==> src/rtl/pc_pkg.sv <==
// Shared state type and default parameter values for the program-counter sequencer.
package pc_pkg;

   typedef enum logic [1:0] {
      BOOT  = 2'd0,
      RUN   = 2'd1,
      STALL = 2'd2
   } pc_state_t;

   localparam int          DEF_XLEN       = 32;
   localparam int          DEF_INC        = 4;
   localparam int          DEF_ALIGN_BITS = 2;
   localparam logic [31:0] DEF_RESET_VEC  = 32'h0000_0000;

endpackage

==> src/rtl/pc_redirect_arb.sv <==
// Combinational priority select over the redirect sources; index 0 wins.
// Emits the winning target with its low alignment bits cleared plus a misalign flag.
module pc_redirect_arb
   import pc_pkg::*;
#(
   parameter int XLEN       = DEF_XLEN,
   parameter int NUM_SRC    = 4,
   parameter int ALIGN_BITS = DEF_ALIGN_BITS
) (
   input  logic [NUM_SRC-1:0]      redirect_valid,
   input  logic [NUM_SRC*XLEN-1:0] redirect_target,
   output logic                    valid,
   output logic [XLEN-1:0]         target,
   output logic                    misalign
);

   localparam logic [XLEN-1:0] ALIGN_MASK = {XLEN{1'b1}} << ALIGN_BITS;

   logic [XLEN-1:0] raw;

   // Walk from the lowest priority upward so the lowest set index is written last.
   always_comb begin
      valid = 1'b0;
      raw   = '0;
      for (int k = NUM_SRC - 1; k >= 0; k--) begin
         if (redirect_valid[k]) begin
            valid = 1'b1;
            raw   = redirect_target[k*XLEN +: XLEN];
         end
      end
   end

   assign target   = raw & ALIGN_MASK;
   assign misalign = valid && (|(raw & ~ALIGN_MASK));

endmodule

==> src/rtl/pc_sequencer.sv <==
// Registered PC with priority redirect, fetch handshake and stall-time redirect buffering.
// Optional macro PC_FAULT_INJ_EN adds fault_en_i/fault_mask_i to XOR every PC load.
//
// state | meaning
// BOOT  | first cycle out of reset, PC at RESET_VEC, no fetch issued
// RUN   | PC valid for fetch, advances on handshake or redirect
// STALL | PC frozen, incoming redirects parked in the pending register
module pc_sequencer
   import pc_pkg::*;
#(
   parameter int              XLEN       = DEF_XLEN,
   parameter int              NUM_SRC    = 4,
   parameter int              INC        = DEF_INC,
   parameter int              ALIGN_BITS = DEF_ALIGN_BITS,
   parameter logic [XLEN-1:0] RESET_VEC  = XLEN'(DEF_RESET_VEC)
) (
   input  logic                    clk,
   input  logic                    rst,
   input  logic                    stall_i,
   input  logic [NUM_SRC-1:0]      redirect_valid_i,
   input  logic [NUM_SRC*XLEN-1:0] redirect_target_i,
   input  logic                    fetch_ready_i,
   output logic                    fetch_valid_o,
   output logic [XLEN-1:0]         pc_o,
   output logic [XLEN-1:0]         pc_plus_inc_o,
`ifdef PC_FAULT_INJ_EN
   input  logic                    fault_en_i,
   input  logic [XLEN-1:0]         fault_mask_i,
`endif
   output logic                    misalign_o
);

   pc_state_t       state_q, state_d;
   logic [XLEN-1:0] pc_q, pc_d, load_val, fault_xor;
   logic            load;
   logic            pend_vld_q, pend_vld_d, pend_mis_q, pend_mis_d;
   logic [XLEN-1:0] pend_tgt_q, pend_tgt_d;
   logic            mis_q, mis_d;
   logic            arb_valid, arb_misalign;
   logic [XLEN-1:0] arb_target;

   pc_redirect_arb #(
      .XLEN       (XLEN),
      .NUM_SRC    (NUM_SRC),
      .ALIGN_BITS (ALIGN_BITS)
   ) u_arb (
      .redirect_valid  (redirect_valid_i),
      .redirect_target (redirect_target_i),
      .valid           (arb_valid),
      .target          (arb_target),
      .misalign        (arb_misalign)
   );

`ifdef PC_FAULT_INJ_EN
   assign fault_xor = fault_en_i ? fault_mask_i : '0;
`else
   assign fault_xor = '0;
`endif

   always_ff @(posedge clk or posedge rst) begin
      if (rst) state_q <= BOOT;
      else     state_q <= state_d;
   end

   always_comb begin
      state_d = state_q;
      unique case (state_q)
         BOOT, RUN, STALL: state_d = stall_i ? STALL : RUN;
         default:          state_d = BOOT;
      endcase
   end

   always_comb begin
      fetch_valid_o = (state_q == RUN);
   end

   assign pc_o          = pc_q;
   assign pc_plus_inc_o = pc_q + XLEN'(INC);
   assign misalign_o    = mis_q;

   // Stall beats everything; a live redirect beats a parked one, which beats the increment.
   always_comb begin
      pend_vld_d = pend_vld_q;
      pend_tgt_d = pend_tgt_q;
      pend_mis_d = pend_mis_q;
      mis_d      = 1'b0;
      load       = 1'b0;
      load_val   = pc_q;
      if (stall_i) begin
         if (arb_valid) begin
            pend_vld_d = 1'b1;
            pend_tgt_d = arb_target;
            pend_mis_d = arb_misalign;
         end
      end else if (arb_valid) begin
         load       = 1'b1;
         load_val   = arb_target;
         mis_d      = arb_misalign;
         pend_vld_d = 1'b0;
      end else if (pend_vld_q) begin
         load       = 1'b1;
         load_val   = pend_tgt_q;
         mis_d      = pend_mis_q;
         pend_vld_d = 1'b0;
      end else if (fetch_valid_o && fetch_ready_i) begin
         load       = 1'b1;
         load_val   = pc_plus_inc_o;
      end
      pc_d = load ? (load_val ^ fault_xor) : pc_q;
   end

   always_ff @(posedge clk or posedge rst) begin
      if (rst) begin
         pc_q       <= RESET_VEC;
         pend_vld_q <= 1'b0;
         pend_tgt_q <= '0;
         pend_mis_q <= 1'b0;
         mis_q      <= 1'b0;
      end else begin
         pc_q       <= pc_d;
         pend_vld_q <= pend_vld_d;
         pend_tgt_q <= pend_tgt_d;
         pend_mis_q <= pend_mis_d;
         mis_q      <= mis_d;
      end
   end

endmodule
==> config.mk <==
export PLATFORM = sky130hd
export DESIGN_NAME = pc_sequencer
export DESIGN_NICKNAME = d
export VERILOG_FILES = /design/src/rtl/pc_pkg.sv /design/src/rtl/pc_redirect_arb.sv /design/src/rtl/pc_sequencer.sv
export SDC_FILE = /design/constraint.sdc
export NUM_CORES = 1
export LEC_CHECK = 0
export ABC_AREA = 1
export CORE_ASPECT_RATIO = 1.5
export CORE_MARGIN = 2
export CORE_UTILIZATION = 40
export DETAILED_ROUTE_END_ITERATION = 7
export PLACE_DENSITY = 0.79
export SYNTH_ARGS = -nofsm -noshare
export SYNTH_HDL_FRONTEND = slang
export SYNTH_SLANG_ARGS = --single-unit
==> constraint.sdc <==
create_clock -name clk -period 2.2 [get_ports clk]
set_clock_uncertainty 0.05 [all_clocks]
set_input_delay 0.44 -clock clk [delete_from_list [all_inputs] [get_ports clk]]
set_output_delay 0.44 -clock clk [all_outputs]
set_load 0.005 [all_outputs]
==> results.txt, run 1 <==
first-pass GRT wire length = 32500 um
# placed instances = 1200
Max stage delay on crit path = 0.42 ns
Seq/Total Area, Yosys = 33.3%
EDFF count, synth = 0
Max Buffers Root-to-Sink = 2
synth-to-layout area growth = 80.7%
Final period util = 111%
RSZ-0062 raised after global routing = yes
YS warnings = 0
Fin. Hold Viols = 0
starting density of the core = 40.9%
Diodes inserted = 0
hold crit path type = register to register
initial antenna violation count = 1
Critical Path Source Type = register
fin area = 8830 um2
cell mode on critical path = nand2_1
failing checks = design-rule violations, negative setup slack
largest net degree at the start of global routing = 66
Final WS setup = -0.243 ns
Max Clk Rate = 0.409 GHz
CP Cell Sequence = nand2_2 > nor2_1 > inv_1 > nor2_4 > nand2_1 > nand2_1 > nand2_1 > buf_2
htree depth = 3
leakage = 4.13 nW
vias in the first global route = 6756
number of cell rows = 49
syn_area_per_cell = 6.01 um2
DRC = 4
layout cells sized above 1 = 26.0%
Logic pwr share = 40.1%
Unique masters post-synth = 31
Vias = 7192
Sink Count = 65
Power Dens Cells = 558 nW/um2
final cell count without fillers = 1282
area post-placement = 7530 um2
# setup viols final = 29
Finished Core Util = 73.8%
Rel. slew slack = 59.2%
Main synth FF type = dfrtp_1
Seq pwr share = 29.9%
endpoint class of the critical path = output pin
Die Width = 94.2 um
routability congestion estimate = 0.931
Int Pwr = 0.00327 W
max_cap viols = 0
CTS tree = built
required time of the critical path = 1.71 ns
Peak VDD IR = 0.383 mV
Post-CTS Hold Fix Bufs = 0
fin. max-slew vios = 0
status = finished with violations
CP arrival = 1.95 ns
CP Max Fanout = 4
Buffers on Ports = 197
Vias/cell = 5.61
Clk pwr share = 29.9%
sw power = 0.00165 W
Seq cells post-synth = 65
post-route ant nets = 0
Post-Syn Area = 4880 um2
sum of routed wire length over all layers = 23400 um
HPWL Detailed = 13300 um
synthesized instance count = 813
WL per Instance = 18.2 um
core area = 12000 um2
Total GRT Usage = 31.3%
die area = 13100 um2
switch share = 33.6%
initial drt markers = 737
CP max-delay cell = dfrtp_1
# IOs = 202
Skew-Pair Late Insertion Delay = 0.34 ns
Die H = 139 um
hold_ws = 0.432 ns
post-route minimum period = 2.44 ns
Async SR Flop Fraction = 100%
nets@finish = 1262
total gr overflow = 0
TritonCTS Buffers = 9
clock slew at reported path FFs = 0.06 ns
worst setup path category = register to output pin
Least-Margin Pin Slew = 0.606 ns
CTS root buffer = clkbuf_16
DRT Pass-1 Iters = 8
-- critical path: cells and delay by family (launching register included) --
kind,cells,cell delay (ns)
flip-flops,1,0.42
buffers and inverters,2,0.32
AND/OR/NAND/NOR,6,0.87
-- power groups by stage --
stage | registers [W] | logic [W] | clock network (W)
floorplan | 0.00148 | 0.000605 | 0
global placement | 0.00146 | 0.00155 | 0
detailed placement | 0.00146 | 0.00157 | 0
CTS | 0.00145 | 0.00174 | 0.00144
global route | 0.00148 | 0.00211 | 0.00152
finish | 0.00147 | 0.00198 | 0.00147
-- metal layers --
layer | wire length [um] | track usage [%] | vias up | part of all wire (%)
li1 | - | - | 3203 | -
met1 | 8110 | 35.9 | 3237 | 35
met2 | 11200 | 53.0 | 579 | 48
met3 | 2260 | 6.61 | 171 | 9.7
met4 | 1800 | 18.4 | 2 | 7.7
met5 | 12 | 0 | - | 0.051
-- registers in the layout (all words and copies together), names as in the netlist --
signal,flops
misalign_o,1
pc_o,30
pend_mis_q,1
pend_tgt_q,30
pend_vld_q,1
state_q,2
-- final cells by class --
class	instances	area, um2
multi-input combinational	652	3390
timing repair buffer	344	3120
sequential	65	1630
tap	153	191
clock buffer	12	256
fill	832	3130
clock inverter	3	40.0
inverter	53	201
-- synth_stat cells (all sizes together) (2+ instances only) --
library cell / instances / share of area, %
dfrtp: 65 / 33
clkbuf: 33 / 2.5
nand2: 279 / 21
nor2: 121 / 9.4
o21ai: 114 / 12
nand3: 30 / 3.1
buf: 13 / 1.6
nand3b: 2 / 0.31
nand4: 2 / 0.56
inv: 52 / 4.0
and2: 19 / 2.4
xor2: 6 / 1.1
a21oi: 67 / 6.9
a31oi: 2 / 0.26
-- stage by stage --
stage	TNS (ns)	setup WS, ns	power [W]
after global placement	-0.873	-0.0952	0.00301
final	-3.99	-0.243	0.00492
after floorplan	0	0.0835	0.00209
after detailed placement	-1.98	-0.148	0.00304
after global routing	-6.17	-0.341	0.00511
after CTS	-1.19	-0.141	0.00463
-- kinds of logic after synthesis --
| family | share of synthesized area [%] |
|---|---|
| XOR/XNOR | 1.26 |
| other | 0.0768 |
| flip-flops | 33.3 |
| buffers and inverters | 8.22 |
| adder cells (fa/ha/maj) | 0.256 |
| AO/OA/AOI/OAI | 19.2 |
| multiplexers | 0.205 |
| AND/OR/NAND/NOR | 37.5 |
-- worst paths after layout --
| path | start | end | slack (ns) | depth (start not counted) |
|---|---|---|---|---|
| min | pend_tgt_q[5] | pend_tgt_q[5] | 0.43 | 2 |
| max in group asynchronous | rst | pc_o[14] | 1.35 | 3 |
| max | pc_o[9] | pc_plus_inc_o[29] | -0.24 | 8 |
| min reg2reg | pend_tgt_q[5] | pend_tgt_q[5] | 0.43 | 2 |
| max reg2reg | pc_o[2] | pc_o[12] | -0.23 | 15 |
| min in group asynchronous | rst | pend_tgt_q[9] | 0.44 | 3 |
-- placed cells by master, fill, tap and decap left out, types with 3 or more instances in the layout --
master	netlist	layout
and2_1	16	16
nand3_1	30	17
o21ai_4	1	3
o21ai_2	0	5
clkbuf_2	0	4
buf_12	0	6
a21oi_2	0	3
clkbuf_16	0	9
nor2_1	119	102
inv_1	47	45
nand2_2	0	33
nand2_1	279	234
dfrtp_1	65	64
o21ai_1	9	11
nand3_4	0	3
a21oi_1	67	64
conb_1	1	4
xor2_4	0	3
nand2_4	0	12
buf_2	6	19
inv_2	5	6
nand3_2	0	10
buf_6	1	26
xor2_2	0	3
clkdlybuf4s50_1	0	168
nor2_4	0	15
and2_0	3	3
buf_4	4	119
nor2_2	2	4
o21ai_0	104	95
-- timing repair --
item                       in CTS  in global routing
buffers inserted               54                 19
resized for setup             200                 72
setup endpoints to repair      28                 31
pin swaps                      46                 46
No activity file was read; power rests on OpenSTA's default activity.
==> run 2, diff against run 1 <==
CTS_CLUSTER_DIAMETER = 120   (was unset)
==> results of run 2 <==
No change in the layout: final DEF, timing and power equal those of run 1.
